`config.mk`:
```
export PLATFORM = sky130hd
export DESIGN_NAME = pcode_corr
export DESIGN_NICKNAME = d
export VERILOG_FILES = /design/src/rtl/pcode_corr.sv
export SDC_FILE = /design/constraint.sdc
export NUM_CORES = 1
export LEC_CHECK = 0
export CAP_MARGIN = 15
export CORE_MARGIN = 2
export CORE_UTILIZATION = 54
export DETAILED_ROUTE_END_ITERATION = 6
export DONT_BUFFER_PORTS = 1
export PLACE_DENSITY = 0.74
export SLEW_MARGIN = 0
export SYNTH_ARGS = -nofsm -noshare
export SYNTH_HDL_FRONTEND = slang
export SYNTH_SLANG_ARGS = --single-unit
```
`constraint.sdc`:
```
create_clock -name clk -period 4.33 [get_ports clk]
set_input_delay 0.2165 -clock clk [delete_from_list [all_inputs] [get_ports clk]]
set_output_delay 0.2165 -clock clk [all_outputs]
set_load 0.03 [all_outputs]
```
`src/rtl/pcode_corr.sv`:
```
// pcode_corr: early/prompt/late P-code despreader with integrate-and-dump, valid/ready output and lock FSM.
module pcode_corr #(
  parameter int INT_LEN   = 1023,
  parameter int ACC_WIDTH = 16,
  parameter int LOCK_THR  = 512,
  parameter int LOCK_CNT  = 4
) (
  input  logic                        clk,
  input  logic                        rst,
  input  logic                        en,
  input  logic                        rx_chip,
  input  logic                        loc_chip,
  output logic signed [ACC_WIDTH-1:0] acc_e,
  output logic signed [ACC_WIDTH-1:0] acc_p,
  output logic signed [ACC_WIDTH-1:0] acc_l,
  output logic                        acc_valid,
  input  logic                        acc_ready,
  output logic                        overrun,
  output logic                        slip,
  output logic                        lock
);
  localparam int CW = $clog2(INT_LEN);
  localparam int HW = $clog2(LOCK_CNT + 1);
  typedef logic signed [ACC_WIDTH-1:0] acc_t;
  typedef enum logic [1:0] {SEARCH, VERIFY, LOCK} state_t;
  logic [1:0] dly_q, dly_d;
  logic [CW-1:0] cnt_q, cnt_d;
  acc_t ae_q, ae_d, ap_q, ap_d, al_q, al_d;
  acc_t oe_q, oe_d, op_q, op_d, ol_q, ol_d;
  acc_t se, sp, sl, mag;
  logic valid_q, valid_d, overrun_q, overrun_d, slip_q, slip_d, lock_q, lock_d;
  logic dump, hit;
  state_t state_q, state_d;
  logic [HW-1:0] hits_q, hits_d, miss_q, miss_d, hits_n, miss_n;
  assign acc_e = oe_q;
  assign acc_p = op_q;
  assign acc_l = ol_q;
  assign acc_valid = valid_q;
  assign overrun = overrun_q;
  assign slip = slip_q;
  assign lock = lock_q;
  always_comb begin
    dump = en && cnt_q == CW'(INT_LEN - 1);
    se = ae_q + (rx_chip == loc_chip ? acc_t'(1) : acc_t'(-1));
    sp = ap_q + (rx_chip == dly_q[0] ? acc_t'(1) : acc_t'(-1));
    sl = al_q + (rx_chip == dly_q[1] ? acc_t'(1) : acc_t'(-1));
    mag = sp[ACC_WIDTH-1] ? -sp : sp;
    hit = mag >= acc_t'(LOCK_THR);
    dly_d = en ? {dly_q[0], loc_chip} : dly_q;
    cnt_d = !en ? cnt_q : dump ? '0 : cnt_q + 1'b1;
    ae_d = !en ? ae_q : dump ? '0 : se;
    ap_d = !en ? ap_q : dump ? '0 : sp;
    al_d = !en ? al_q : dump ? '0 : sl;
    oe_d = dump ? se : oe_q;
    op_d = dump ? sp : op_q;
    ol_d = dump ? sl : ol_q;
    valid_d = dump | (valid_q & ~acc_ready);
    overrun_d = dump & valid_q & ~acc_ready;
    hits_n = hits_q + 1'b1;
    miss_n = miss_q + 1'b1;
    state_d = state_q;
    hits_d = hits_q;
    miss_d = miss_q;
    slip_d = 1'b0;
    // The lock FSM only steps on a dump, judging the freshly completed prompt sum.
    if (dump) begin
      if (state_q == SEARCH) begin
        if (hit) begin
          state_d = LOCK_CNT == 1 ? LOCK : VERIFY;
          hits_d = HW'(1);
          miss_d = '0;
        end else slip_d = 1'b1;
      end else if (state_q == VERIFY) begin
        if (hit) begin
          hits_d = hits_n;
          if (hits_n == HW'(LOCK_CNT)) begin
            state_d = LOCK;
            miss_d = '0;
          end
        end else begin
          state_d = SEARCH;
          hits_d = '0;
          slip_d = 1'b1;
        end
      end else begin
        miss_d = hit ? '0 : miss_n;
        if (!hit && miss_n == HW'(LOCK_CNT)) begin
          state_d = SEARCH;
          hits_d = '0;
          miss_d = '0;
          slip_d = 1'b1;
        end
      end
    end
    lock_d = state_d == LOCK;
  end
  always_ff @(posedge clk or negedge rst) begin
    if (!rst) begin
      dly_q <= '0;
      cnt_q <= '0;
      ae_q <= '0;
      ap_q <= '0;
      al_q <= '0;
      oe_q <= '0;
      op_q <= '0;
      ol_q <= '0;
      valid_q <= 1'b0;
      overrun_q <= 1'b0;
      slip_q <= 1'b0;
      lock_q <= 1'b0;
      state_q <= SEARCH;
      hits_q <= '0;
      miss_q <= '0;
    end else begin
      dly_q <= dly_d;
      cnt_q <= cnt_d;
      ae_q <= ae_d;
      ap_q <= ap_d;
      al_q <= al_d;
      oe_q <= oe_d;
      op_q <= op_d;
      ol_q <= ol_d;
      valid_q <= valid_d;
      overrun_q <= overrun_d;
      slip_q <= slip_d;
      lock_q <= lock_d;
      state_q <= state_d;
      hits_q <= hits_d;
      miss_q <= miss_d;
    end
  end
endmodule
```
Word level (Yosys, flattened, before mapping)

Cells that the tools add are included.

Output and inout port bits: 52
Register bits after elaboration: 120
Input port bits: 6
Logic and storage cells: 78

Order comparisons: 1
Eq/ne operators: 11
Bitwise operators: 5
Reduce and logical (&&, ||, !) cells: 7
Add/sub/neg operators: 7
Mux-type cells: 32

Operators with widths:

| operator              | number |
|---|---|
| $mux 16               | 7 |
| $add 16x16->16        | 3 |
| $mux 3                | 12 |
| $ge 16x11->1 const B  | 1 |
| $neg 16->16           | 1 |
| $mux 2                | 7 |
| $add 10x1->10 const B | 1 |
| $eq 10x10->1 const B  | 1 |
| $mux 10               | 1 |
| $add 3x1->3 const B   | 2 |
| $eq 3x3->1 const B    | 2 |
| $mux 1                | 5 |
| $ne 2x2->1 const B    | 2 |
| $reduce_and 4->1      | 1 |
| $and 1x1->1           | 3 |
| $eq 1x1->1            | 3 |
| $ne 3x2->1 const B    | 1 |
| $reduce_and 3->1      | 1 |
| $reduce_bool 3->1     | 1 |
| $eq 2x1->1 const B    | 1 |
| $eq 2x2->1 const B    | 1 |
| $logic_and 1x1->1     | 2 |
| $logic_not 2->1       | 1 |
| $logic_not 1->1       | 1 |
| 2 further kinds       | 2 |

Depth between registers and ports, before layout

Word-level depth: 13
Depth in mapped cells: 15
Mapped depth without buffers: 13

Least setup slack after synthesis

OpenSTA, ideal clock, no wires.

Path type: reg2reg
From: reg dly_q[0]
To: reg hits_q[2]
Period minus slack after synthesis: 4.089 ns
Setup time: 0.129 ns
Path slack: 0.241 ns
Data arrival time: 3.960 ns
Data required time: 4.201 ns
Buffers on the path: 2
Cell stages (with the launch flop): 16
Path through: dfrtp_1 xor2_2 ha_1 buf_2 a2111oi_0 or3_1 nor3_1 or3_1 and3_4 or4b_4 a32oi_2 a41o_1 a32oi_2 buf_6 a22oi_2 o41ai_2

Longest elaborated chain between the ends: 10
Elaborated cells between the ends (all ways): 14
Those cells by class: add/sub (2); order compare (1); eq/ne (2); mux (5); reduce/logical (4)

RTL lines:

| element                            | line | RTL |
|---|---|---|
| start: declaration                 | 26   | `logic [1:0] dly_q, dly_d;` |
| start signal: assignment           | 115  | `dly_q <= dly_d;` |
| $eq 1x1->1 (*)                     | 45   | `sp = ap_q + (rx_chip == dly_q[0] ? acc_t'(1) : acc_t'(-1));` |
| $mux 16 (*)                        | 45   |  |
| $add 16x16->16 (*)                 | 45   |  |
| $neg 16->16                        | 47   | `mag = sp[ACC_WIDTH-1] ? -sp : sp;` |
| $mux 16 (*)                        | 47   |  |
| $ge 16x11->1 (*)                   | 48   | `hit = mag >= acc_t'(LOCK_THR);` |
| $logic_not 1->1                    | 87   | `if (!hit && miss_n == HW'(LOCK_CNT)) begin` |
| $logic_and 1x1->1                  | 87   |  |
| $reduce_bool 3->1 (no source line) | -    |  |
| $reduce_and 3->1 (no source line)  | -    |  |
| end signal: assignment             | 128  | `hits_q <= hits_d;` |
| end: declaration                   | 34   | `logic [HW-1:0] hits_q, hits_d, miss_q, miss_d, hits_n, miss_n;` |

Every way passes the cells marked *; elsewhere a longest branch is shown, timed or not.
A chain may end at the register's enable or synchronous reset.

Worst setup path after layout

Same ends and word-level chain as after synthesis.

==> metrics.yaml <==
synth_top_family_by_area: "compound AO/OA/AOI/OAI gates"
synth_area_um2: 7150
yosysWarnings: 0
dieArea_um2: 14200
ys_seq_elements: 120
slowest_delay_ps: 520
fin_crit_sh: 0.969
arrival_ps: 4480
synthAdderAreaFrac: 0.0942
setup_viol: 0
min_path_type: "input port to register"
worst_slack_ps: 136
wl_per_cell_um: 17.6
grt-busiest-layer: "met2"
place_congestion: 0.895
power.leakage_nw: 3.69
hold_viol: 0
core_um2: 13100
final_util: 0.635
port-buffer-count: 0
seqPwrFrac: 0.245
met1_usage: 0.324
status: "finished clean"
fin_tns_setup_ps: 0
regToRegSetupSlack_ps: 140
report.final.slew_viol_count: 0
wirelength_um: 16800
drtPass1Iterations: 6
vias: 5752
tritoncts: "built"
path_clk_slew_ps: 60
grt_start_max_net_pins: 121
start_util: 0.546
path_cells: "xor2_4 > buf_4 > ha_1 > or2_2 > and2_1 > o21a_1 > o221a_2 > nor4b_2 > or4b_4 > a32oi_4 > a41o_1 > a32oi_2 > buf_4 > a22oi_2 > o41ai_2"
met3_usage: 0.0666
final_area_um2: 8310
max-cap-violations: 0
overflow: 0
cts_sinks: 120
clk_latency_ps: 430
synth_mux_area_frac: 0.0130
netSwitchingFraction: 0.416
yosysUniqueCellTypes: 65
combPwrFrac: 0.520
grt_pass1_vias: 5765
core.rowCount: 42
power.total_mw: 6.44
synthArstFlopShare: 1.00
syn_nets: 804
cp_slowest_cell: "or4b_4"
cellPowerDensity_nw_per_um2: 775
placed_cells: 901
grt_usage: 0.247
antenna_found_initial: 1
place_area_um2: 7330
peakVddDrop_uv: 343
holdWs_ps: 21.7
area_growth_syn_to_layout_pct: 16.2
synth-edff-count: 0
cts-root-buf: "clkbuf_16"
hpwl_um: 11000
period_minus_slack_ps: 4190
p_clk_frac: 0.236
synth_xor_area_frac: 0.0611
die-height_um: 119
fillers: 1049
layout-drive-gt1-share: 0.134
cts_buffers: 17
final_nets: 821
dp_slack_ps: -430
h-tree-depth: 4
cts_buffer_depth: 2
ys.flop_type: "dfrtp_1"
postRouteAntennaNets: 0
ys_seq_area_frac: 0.420
cp_data_required_time_ps: 4620
syn_area_per_cell_um2: 9.58
yosys.area_share.simple: 0.147
intPower_mw: 3.76
power.switching_mw: 2.68
crit_path_frequent_cell: "buf_4"
synth_cells: 746
endpoint_kind: "register"
slew_headroom: 0.374
routed_via_density: 6.04
crit_type: "register to register"
cp_max_fo: 8
grtUsageMet2: 0.393
max_freq_ghz: 0.238
synth_compound_area_frac: 0.227
die_w_um: 119
cp-start-kind: "register"
skew_ps: 7.98
layoutNonFillerInstCount: 953
drc: 0
grt_pass1_wl_um: 27900
worst_pin_slew_ps: 932
initialDrtViolationCount: 365
pin_count: 58
==> layer usage <==
metal  vias to the layer above  wire length (um)
met5                         -                 0
met3                        31               879
met1                      2827              7560
met2                       131              8020
met4                         0               335
li1                       2763                 -
==> cells in the final DEF, fill, tap and decap left out, types with 8 or more instances in the layout <==
master,count
a21o_1,8
a21oi_1,30
buf_4,24
clkbuf_16,17
dfrtp_1,119
ha_1,42
inv_1,28
nand2_1,83
nand3_1,18
nor2_1,51
nor3_1,17
o211ai_1,9
o21ai_0,59
o21bai_1,11
o2bb2ai_1,42
xnor2_1,19
xor2_1,28
==> cell families after synthesis <==
group	Yosys count
AOI/OAI and AO/OA	229
and+or+nand+nor	225
DFF	120
buffers and inverters	62
adders and majority gates	52
xor gates and xnor gates	49
muxes	9
==> timing repair <==
action	in CTS	in global routing
endpoints found under the setup margin	10	9
gates resized for setup	2	33
pin swaps	1	9
setup buffers	5	8
hold endpoints to repair	132	0
cloned	0	1
hold buffers	5	0
==> worst paths after layout <==
| check | start | to | cells after the start |
|---|---|---|---|
| hold reg to reg | al_q[14]$_DFFE_PN0P_ | al_q[14]$_DFFE_PN0P_ | 1 |
| setup reg to reg | dly_q[0]$_DFFE_PN0P_ | hits_q[2]$_DFFE_PN0P_ | 15 |
| min in group asynchronous | rst | ap_q[6]$_DFFE_PN0P_ | 2 |
| max in group asynchronous | rst | cnt_q[1]$_DFFE_PN0P_ | 2 |
| setup / recovery | dly_q[0]$_DFFE_PN0P_ | hits_q[2]$_DFFE_PN0P_ | 15 |
| hold / removal | en | cnt_q[8]$_DFFE_PN0P_ | 2 |
==> critical path: cells and delay by family (launching register included) <==
kind / cells / cell delay, ps
xor gates and xnor gates: 1 / 170
and+or+nand+nor: 4 / 1210
buffers and inverters: 2 / 350
AOI/OAI and AO/OA: 7 / 1510
DFF: 1 / 440
adders and majority gates: 1 / 380
==> Yosys cell counts (all sizes together) (18+ instances only) <==
master,number,share of area
dfrtp,120,0.42
nand2,83,0.044
o21ai,63,0.044
nor2,52,0.027
ha,49,0.086
o2bb2ai,42,0.051
a21oi,31,0.022
xor2,29,0.037
inv,28,0.015
clkbuf,20,0.011
nor3,20,0.014
xnor2,20,0.025
nand3,18,0.013
==> layout make-up <==
type | instances | area, um^2 | area share
Inverter | 28 | 105 | 0.0127
Sequential cell | 120 | 3000 | 0.362
Timing Repair Buffer | 31 | 288 | 0.0346
Tap cell | 176 | 220 | 0.0265
Multi-Input combinational cell | 565 | 4050 | 0.488
Antenna cell | 1 | 2.50 | 0.000301
Clock inverter | 14 | 195 | 0.0235
Clock buffer | 18 | 439 | 0.0529
==> power by group through the flow <==
stage	registers, mW	clock network (mW)	logic [mW]
global route	1.61	1.58	3.71
global placement	1.57	0	2.89
floorplan	1.53	0	2.36
finish	1.57	1.52	3.34
detailed placement	1.58	0	2.96
CTS	1.57	1.54	3.05
==> flip-flops by register name, summed over array words and instances (netlist names) <==
name,flops
state_q,2
slip,1
dly_q,2
ae_q,16
al_q,16
acc_valid,1
acc_p,16
lock,1
acc_l,16
acc_e,16
overrun,1
ap_q,16
cnt_q,10
miss_q,3
hits_q,3
Note: power is estimated with default switching activity, not from simulation.
